$ cat src/rtl/act_requant_stage_pkg.sv
// rtl/act_requant_stage_pkg.sv - Q8.8 format constants and beat type shared by the requant and activation stages
package act_requant_stage_pkg;

  localparam int OUT_W    = 16;
  localparam int OUT_FRAC = 8;

  localparam logic [OUT_W-1:0] SAT_MAX = 16'h7FFF;
  localparam logic [OUT_W-1:0] SAT_MIN = 16'h8000;

  typedef struct packed {
    logic             valid;
    logic [OUT_W-1:0] data;
  } q88_beat_t;

  function automatic logic [OUT_W-1:0] sat_code(input logic negative);
    return negative ? SAT_MIN : SAT_MAX;
  endfunction

endpackage

$ cat src/rtl/act_round_sat.sv
// rtl/act_round_sat.sv - combinational round-half-up, arithmetic shift and saturate to Q8.8
// Also used at the other requant points in the datapath.
module act_round_sat
  import act_requant_stage_pkg::*;
#(
  parameter int IN_W = 33,
  parameter int SH   = 8
) (
  input  logic signed [IN_W-1:0]  sum,
  output logic        [OUT_W-1:0] data,
  output logic                    sat
);

  // One guard bit so adding the rounding half can never wrap.
  localparam int RW = IN_W + 1;
  localparam logic signed [RW-1:0] HALF  = RW'(2 ** (SH - 1));
  localparam logic signed [RW-1:0] R_MAX = RW'(2 ** (OUT_W - 1) - 1);
  localparam logic signed [RW-1:0] R_MIN = ~R_MAX;

  logic signed [RW-1:0] biased;
  logic signed [RW-1:0] r;
  logic                 over;
  logic                 under;

  always_comb begin
    biased = {sum[IN_W-1], sum} + HALF;
    r      = biased >>> SH;
    over   = r > R_MAX;
    under  = r < R_MIN;
    sat    = over | under;
    data   = sat ? sat_code(under) : r[OUT_W-1:0];
  end

endmodule

$ cat src/rtl/act_requant_stage.sv
// rtl/act_requant_stage.sv - two-stage bias/round/saturate requantiser feeding siluPWL.x
// Optional saturation counter and sat_cnt port enabled by `ACT_SATCNT_EN.
module act_requant_stage
  import act_requant_stage_pkg::*;
#(
  parameter int ACC_W    = 32,
  parameter int ACC_FRAC = 16,
  parameter int CH_W     = 6
) (
  input  logic             clk,
  input  logic             rst_n,
  input  logic             in_valid,
  output logic             in_ready,
  input  logic [ACC_W-1:0] in_data,
  input  logic             in_last,
  output logic             out_valid,
  input  logic             out_ready,
  output logic [OUT_W-1:0] out_data,
  input  logic             cfg_we,
  input  logic [CH_W-1:0]  cfg_addr,
  input  logic [ACC_W-1:0] cfg_bias,
  input  logic             cfg_nch_we,
  input  logic [CH_W-1:0]  cfg_nch
`ifdef ACT_SATCNT_EN
  ,
  output logic [15:0]      sat_cnt
`endif
);

  localparam int SH    = ACC_FRAC - OUT_FRAC;
  localparam int DEPTH = 2 ** CH_W;
  localparam int SUM_W = ACC_W + 1;

  logic [ACC_W-1:0]        bias_tbl [DEPTH];
  logic [CH_W-1:0]         nch;
  logic [CH_W-1:0]         ch;
  logic                    s1_valid;
  logic signed [SUM_W-1:0] s1_sum;
  logic signed [SUM_W-1:0] sum_d;
  q88_beat_t               s2_q;
  logic                    s2_adv;
  logic                    accept;
  logic [OUT_W-1:0]        rs_data;
  logic                    rs_sat;

  assign s2_adv    = !s2_q.valid || out_ready;
  assign in_ready  = !s1_valid || s2_adv;
  assign accept    = in_valid && in_ready;
  assign out_valid = s2_q.valid;
  assign out_data  = s2_q.data;

  assign sum_d = $signed({in_data[ACC_W-1], in_data})
               + $signed({bias_tbl[ch][ACC_W-1], bias_tbl[ch]});

  // A write landing on the index being read this cycle only becomes visible next cycle.
  always_ff @(posedge clk or negedge rst_n) begin
    if (!rst_n) begin
      for (int i = 0; i < DEPTH; i++) bias_tbl[i] <= '0;
    end else if (cfg_we) begin
      bias_tbl[cfg_addr] <= cfg_bias;
    end
  end

  // >= rather than == so a channel left above a freshly lowered nch still wraps.
  always_ff @(posedge clk or negedge rst_n) begin
    if (!rst_n) begin
      nch <= '1;
      ch  <= '0;
    end else begin
      if (cfg_nch_we) nch <= cfg_nch;
      if (accept)     ch  <= (in_last || ch >= nch) ? '0 : ch + 1'b1;
    end
  end

  always_ff @(posedge clk or negedge rst_n) begin
    if (!rst_n) begin
      s1_valid <= 1'b0;
      s1_sum   <= '0;
    end else if (accept) begin
      s1_valid <= 1'b1;
      s1_sum   <= sum_d;
    end else if (s2_adv) begin
      s1_valid <= 1'b0;
    end
  end

  act_round_sat #(
    .IN_W (SUM_W),
    .SH   (SH)
  ) u_round_sat (
    .sum  (s1_sum),
    .data (rs_data),
    .sat  (rs_sat)
  );

  always_ff @(posedge clk or negedge rst_n) begin
    if (!rst_n) begin
      s2_q <= '0;
    end else if (s2_adv) begin
      s2_q.valid <= s1_valid;
      if (s1_valid) s2_q.data <= rs_data;
    end
  end

`ifdef ACT_SATCNT_EN
  always_ff @(posedge clk or negedge rst_n) begin
    if (!rst_n) begin
      sat_cnt <= '0;
    end else if (s2_adv && s1_valid && rs_sat && sat_cnt != 16'hFFFF) begin
      sat_cnt <= sat_cnt + 16'd1;
    end
  end
`else
  logic sat_unused;
  assign sat_unused = rs_sat;
`endif

endmodule
$ cat config.mk
export PLATFORM = sky130hd
export DESIGN_NAME = act_requant_stage
export DESIGN_NICKNAME = d
export VERILOG_FILES = /design/src/rtl/act_requant_stage_pkg.sv /design/src/rtl/act_round_sat.sv /design/src/rtl/act_requant_stage.sv
export SDC_FILE = /design/constraint.sdc
export NUM_CORES = 2
export LEC_CHECK = 0
export ABC_CLOCK_PERIOD_IN_PS = 7100
export BUFFER_PORTS_ARGS = -buffer_cell sky130_fd_sc_hd__buf_2
export CORE_ASPECT_RATIO = 0.8
export CORE_MARGIN = 10
export CORE_UTILIZATION = 30
export DETAILED_ROUTE_END_ITERATION = 10
export GPL_TIMING_DRIVEN = 1
export PLACE_DENSITY = 0.42
export SYNTH_ARGS = -nofsm -noshare
export SYNTH_HDL_FRONTEND = slang
export SYNTH_SLANG_ARGS = --single-unit
$ cat constraint.sdc
create_clock -name clk -period 7.1 [get_ports clk]
set_clock_uncertainty 0.05 [all_clocks]
set_input_delay 1.065 -clock clk [delete_from_list [all_inputs] [get_ports clk]]
set_output_delay 1.065 -clock clk [all_outputs]
set_load 0.005 [all_outputs]
Word-level counts from Yosys, hierarchy flattened
Cells that the tools add are included.
{"block": "totals", "regBits": 2111, "input_bits": 83, "out_inout_bits": 18, "word_cells": 102}
{"block": "classes", "addsub": 3, "order_cmp": 6, "muxes": 11, "bitwise": 3, "n_reduce_logical": 9}
{"op": "$bwmux 2048", "count": 1}
{"op": "$bmux 32 s6", "count": 1}
{"op": "$demux 32 s6", "count": 1}
{"op": "$mux 32", "count": 3}
{"op": "$add 33x9->34 const B", "count": 1}
{"op": "$add 32x32->33", "count": 1}
{"op": "$mux 16", "count": 2}
{"op": "$gt 26x16->1 const B", "count": 1}
{"op": "$lt 26x16->1 const B", "count": 1}
{"op": "$ge 7x7->1 const B", "count": 2}
{"op": "$not 6->7", "count": 2}
{"op": "$lt 7x1->1 const B", "count": 1}
{"op": "$add 6x1->6 const B", "count": 1}
{"op": "$ge 6x6->1", "count": 1}
{"op": "$mux 6", "count": 1}
{"op": "$logic_or 1x1->1", "count": 3}
{"op": "$logic_and 1x1->1", "count": 2}
{"op": "$logic_not 1->1", "count": 2}
{"op": "$mux 1", "count": 2}
{"op": "$reduce_and 2->1", "count": 1}
{"op": "$reduce_bool 2->1", "count": 1}
{"op": "$or 1x1->1", "count": 1}

Depth between registers and ports, before layout
{"block": "logic_depth", "word_depth": 6, "mapped_depth": 19, "mapped_depth_nobuf": 14}

Cells and area by module
From an unflattened synthesis, not the netlist that was laid out.
{"block": "unflattened", "cells_unflattened": 6052, "area_unflattened_um2": 97353.4}
{"mod": "act_requant_stage", "instances": 1, "cells_each": 5900, "area_each_um2": 96272.3, "seq_area_each_um2": 52833.2}
{"mod": "act_round_sat", "instances": 1, "cells_each": 152, "area_each_um2": 1081.0, "seq_area_each_um2": 0.0}

Worst setup path after synthesis
No wires, ideal clock.
{"block": "synth_path", "kind": "register to register", "from": "register ch[1]", "to": "register s1_sum[29]", "setup_ns": 0.087, "arrival_time_ns": 5.009, "required_ns": 6.963, "path_slack_ns": 1.954, "path_stages_with_launch": 20, "path_buffers": 6, "period_less_slack_ns": 5.146, "path_cell_list": "dfrtp_1 buf_4 buf_2 clkbuf_1 clkbuf_1 clkbuf_1 mux4_2 mux4_2 mux4_2 ha_1 clkbuf_1 a21oi_1 nor2b_1 o21a_1 a311oi_1 a21oi_2 o21ai_4 a21oi_2 or4_1 o211ai_1"}
{"block": "synth_via", "elab_chain_cells": 5}
{"item": "from (decl)", "line_no": "act_requant_stage.sv:36", "text": "logic [CH_W-1:0] ch;"}
{"item": "from (signal assigned)", "line_no": "act_requant_stage.sv:71", "text": "if (accept) ch <= (in_last || ch >= nch) ? '0 : ch + 1'b1;"}
{"item": "$not 6->7 (not written as such)", "line_no": "act_requant_stage.sv:53", "text": "+ $signed({bias_tbl[ch][ACC_W-1], bias_tbl[ch]});"}
{"item": "$bmux 32 s6", "line_no": "act_requant_stage.sv:53"}
{"item": "$mux 32 (not written as such) (2 in a row)", "line_no": "act_requant_stage.sv:53"}
{"item": "$add 32x32->33", "line_no": "act_requant_stage.sv:53"}
{"item": "to (signal assigned)", "line_no": "act_requant_stage.sv:81", "text": "s1_sum <= sum_d;"}
{"item": "to (decl)", "line_no": "act_requant_stage.sv:38", "text": "logic signed [SUM_W-1:0] s1_sum;"}
Every way passes these cells. The select of a mux whose other input is x is not followed.
A chain may end at the register's enable or synchronous reset.

Worst setup path after layout
{"block": "layout_path", "from": "register ch[0]", "to": "register s1_sum[29]"}
The elaborated chain is that of the path after synthesis.

==> impl_metrics.ini <==
[pwr]
p_switching_mw = 9.19
p_leak_nw = 49.5
seq_power_share_pct = 43.8
pwr-share-comb_pct = 19.1
p_int_mw = 24.2
powerDensity_nw_per_um2 = 303
swShare_pct = 27.5
ir_worst_vdd_v = 0.000220
pwr-share-clk_pct = 37.2
power.total_mw = 33.4

[yosys]
synth-main-ff-cell = dfrtp_1
synth-async-reset-ratio_pct = 100
yosysTopAreaCell = dfrtp_1
ys_seq_elements = 2104
yosysSeqAreaShare_pct = 54.5
synth.avg_cell_area_sq_um = 16.1
synthDistinctLibCells = 73
synth.area.top_cells = dfrtp_1 54%, mux2_2 24%, mux4_2 15%
synth_top_area_share_pct = 54.3
synthCells = 5992
yosys_warnings = 0
synth_edf_count = 0
syn_nets = 6114
netlist_area_sq_um = 96700

[clock_tree]
clk-insertion-delay-late_ps = 920
root_buffer = clkbuf_16
cts_buffers = 240
cts_resized = 0
clk_pin_slew_worst_paths_ps = 70
cts_tree = built
post_cts_buffers = 0
cts_hold_buffers = 0
cts_max_level = 4
cts_buffer_depth = 4
cts_sinks = 2104

[floorplanning]
dieArea_sq_um = 345000
dieWidth_um = 655
start_util_pct = 30.1
num_rows = 186
io_pins = 101
die_h_um = 528
coreArea_sq_um = 321000

[sta]
hold_viol = 0
period_share_pct = 82.7
setup_viol = 0
final.min_clock_period_ps = 5870
tightest_slew_ps = 1250
setup_tns_ps = 0
rsz0062_at_grt = no
max_clock_freq_ghz = 0.170
drv_slew = 0
slew_headroom_pct = 16.6

[final_layout]
fin_area_sq_um = 110000
final_nets = 6067
layout_commonest_cell = dfrtp_1
final_cell_mix = 2093 x dfrtp_1, 2063 x mux2_2, 662 x mux4_2
stdcell_count = 10371
drive_gt1_share_pct = 56.8
syn_to_final_growth_pct = 14.0

[global_route]
gr-total-overflow = 0
grt_max_degree = 159
antenna_found_initial = 37
grt_use_total_pct = 18.2
grt_first_pass_wirelength_um = 457000
grt_pass1_vias = 57555

[setup_path]
max_stage_delay_ps = 1090
worstPathCellList = buf_12, mux4_2, mux4_2, mux4_2, ha_1, nor2b_1, o21a_1, a311oi_1, a21oi_2, o21ai_4, a21oi_2, or4_1, o211ai_1
cp_common_cell = mux4_2
crit_slowest_cell = dfrtp_4
worst_path_dominant_cell_family = multiplexers
rrSetupSlack_ps = 1230
r2r-start = ch[0]
reg2regPathDepth = 13
r2r_end = s1_sum[29]
critPathRequiredTime_ps = 7890
worstSetupEndpointType = register
path_class = reg -> reg
worst-path-max-fanout = 48
worstPathArrival_ps = 6660
cp-start-kind = register
crit_buf_inv = 1

[drt]
viasPerCell = 5.24
drcViolationCount = 0
ant_nets = 0
first_pass_iters = 5
dr.first_iter.drc_count = 4065
vias = 54348
post_drt_wl_per_cell_um = 30.7
wirelength_um = 319000

[job]
drv_cap = 0

[placed_design]
gp_congestion = 0.804
dp_hpwl_um = 185000
placed_cell_area_sq_um = 102000
portBuffers = 100
dp_cells = 9933

[worst_hold_path]
min_path_type = in -> async

[run_status]
status = complete, no violations
==> logic make-up (layout without fill, tap and decap cells) <==
logic type                 after synthesis  after routing  share of synthesized area [%]
xor gates and xnor gates                30             30                          0.272
muxes                                 2734           2734                           39.6
buffers and inverters                  612            747                           2.43
adders and majority gates               39             39                          0.505
other                                    0             14                              0
AOI/OAI and AO/OA                      184            184                           1.25
and+or+nand+nor                        289            289                           1.47
DFF                                   2104           2104                           54.5
==> routing by layer <==
layer  share of wire (%)  vias to the layer above  routed length (um)  global-route usage [%]
li1                    -                    22406                   -                       -
met1                  50                    30518              159000                    27.8
met2                  44                     1067              141000                    27.7
met3                 4.1                      353               13100                    2.40
met4                 1.8                        4                5890                    3.37
met5              0.0085                        -                  27                       0
==> final cells by class <==
cell class | count | area, sq um
Antenna cell | 14 | 35.0
Clock buffer | 361 | 7050
Clock inverter | 63 | 683
Fill cell | 30553 | 211000
Inverter | 21 | 86.3
Multi-Input combinational cell | 3276 | 41900
Sequential cell | 2104 | 52700
Tap cell | 4230 | 5290
Timing Repair Buffer | 302 | 2460
==> registers in the layout, indices dropped and copies added, names as in the netlist <==
| signal | cells |
|---|---|
| bias_tbl | 2048 |
| ch | 6 |
| nch | 6 |
| out_data | 16 |
| out_valid | 1 |
| s1_sum | 26 |
| s1_valid | 1 |
==> how the worst max path moves through the flow <==
stage | to | slack (ps) | startpoint | depth (start not counted)
global placement | s1_sum[29] | 1090 | ch[0] | 14
CTS | s1_sum[29] | 1200 | ch[0] | 13
finish | s1_sum[29] | 1230 | ch[0] | 13
detailed placement | s1_sum[29] | 1190 | ch[0] | 14
floorplan | s1_sum[29] | 1950 | ch[1] | 19
global route | s1_sum[29] | 870 | ch[0] | 14
==> cell usage after synthesis, drive strengths merged, types with 8 or more instances <==
| cell | number |
|---|---|
| mux4 | 664 |
| xor2 | 12 |
| nor2 | 55 |
| buf | 223 |
| clkbuf | 368 |
| and3 | 16 |
| nand2 | 111 |
| nor3 | 12 |
| o21ai | 60 |
| a21o | 16 |
| inv | 20 |
| o21bai | 9 |
| a21oi | 43 |
| o31ai | 8 |
| nand4 | 11 |
| xnor2 | 18 |
| ha | 39 |
| nand2b | 12 |
| mux2 | 2063 |
| dfrtp | 2098 |
| nor2b | 14 |
| nand3 | 21 |
==> power groups by stage <==
| stage | logic [mW] | clock network, mW | registers, mW |
|---|---|---|---|
| after CTS | 6.46 | 12.8 | 14.6 |
| after global routing | 6.85 | 13.3 | 14.8 |
| after floorplan | 4.44 | 0 | 14.4 |
| after global placement | 6.34 | 0 | 14.8 |
| final | 6.38 | 12.4 | 14.6 |
| after detailed placement | 6.44 | 0 | 14.8 |
==> metrics by stage <==
stage | worst slack (ps) | utilization [%] | hold slack [ps]
final | 1230 | 34.3 | 169
after global routing | 869 | 34.3 | 172
after CTS | 1200 | 34.3 | 130
after detailed placement | 1190 | 31.9 | 417
after global placement | 1090 | 31.9 | 411
after floorplan | 1950 | - | 420
Power figures use the tool's default switching activity.
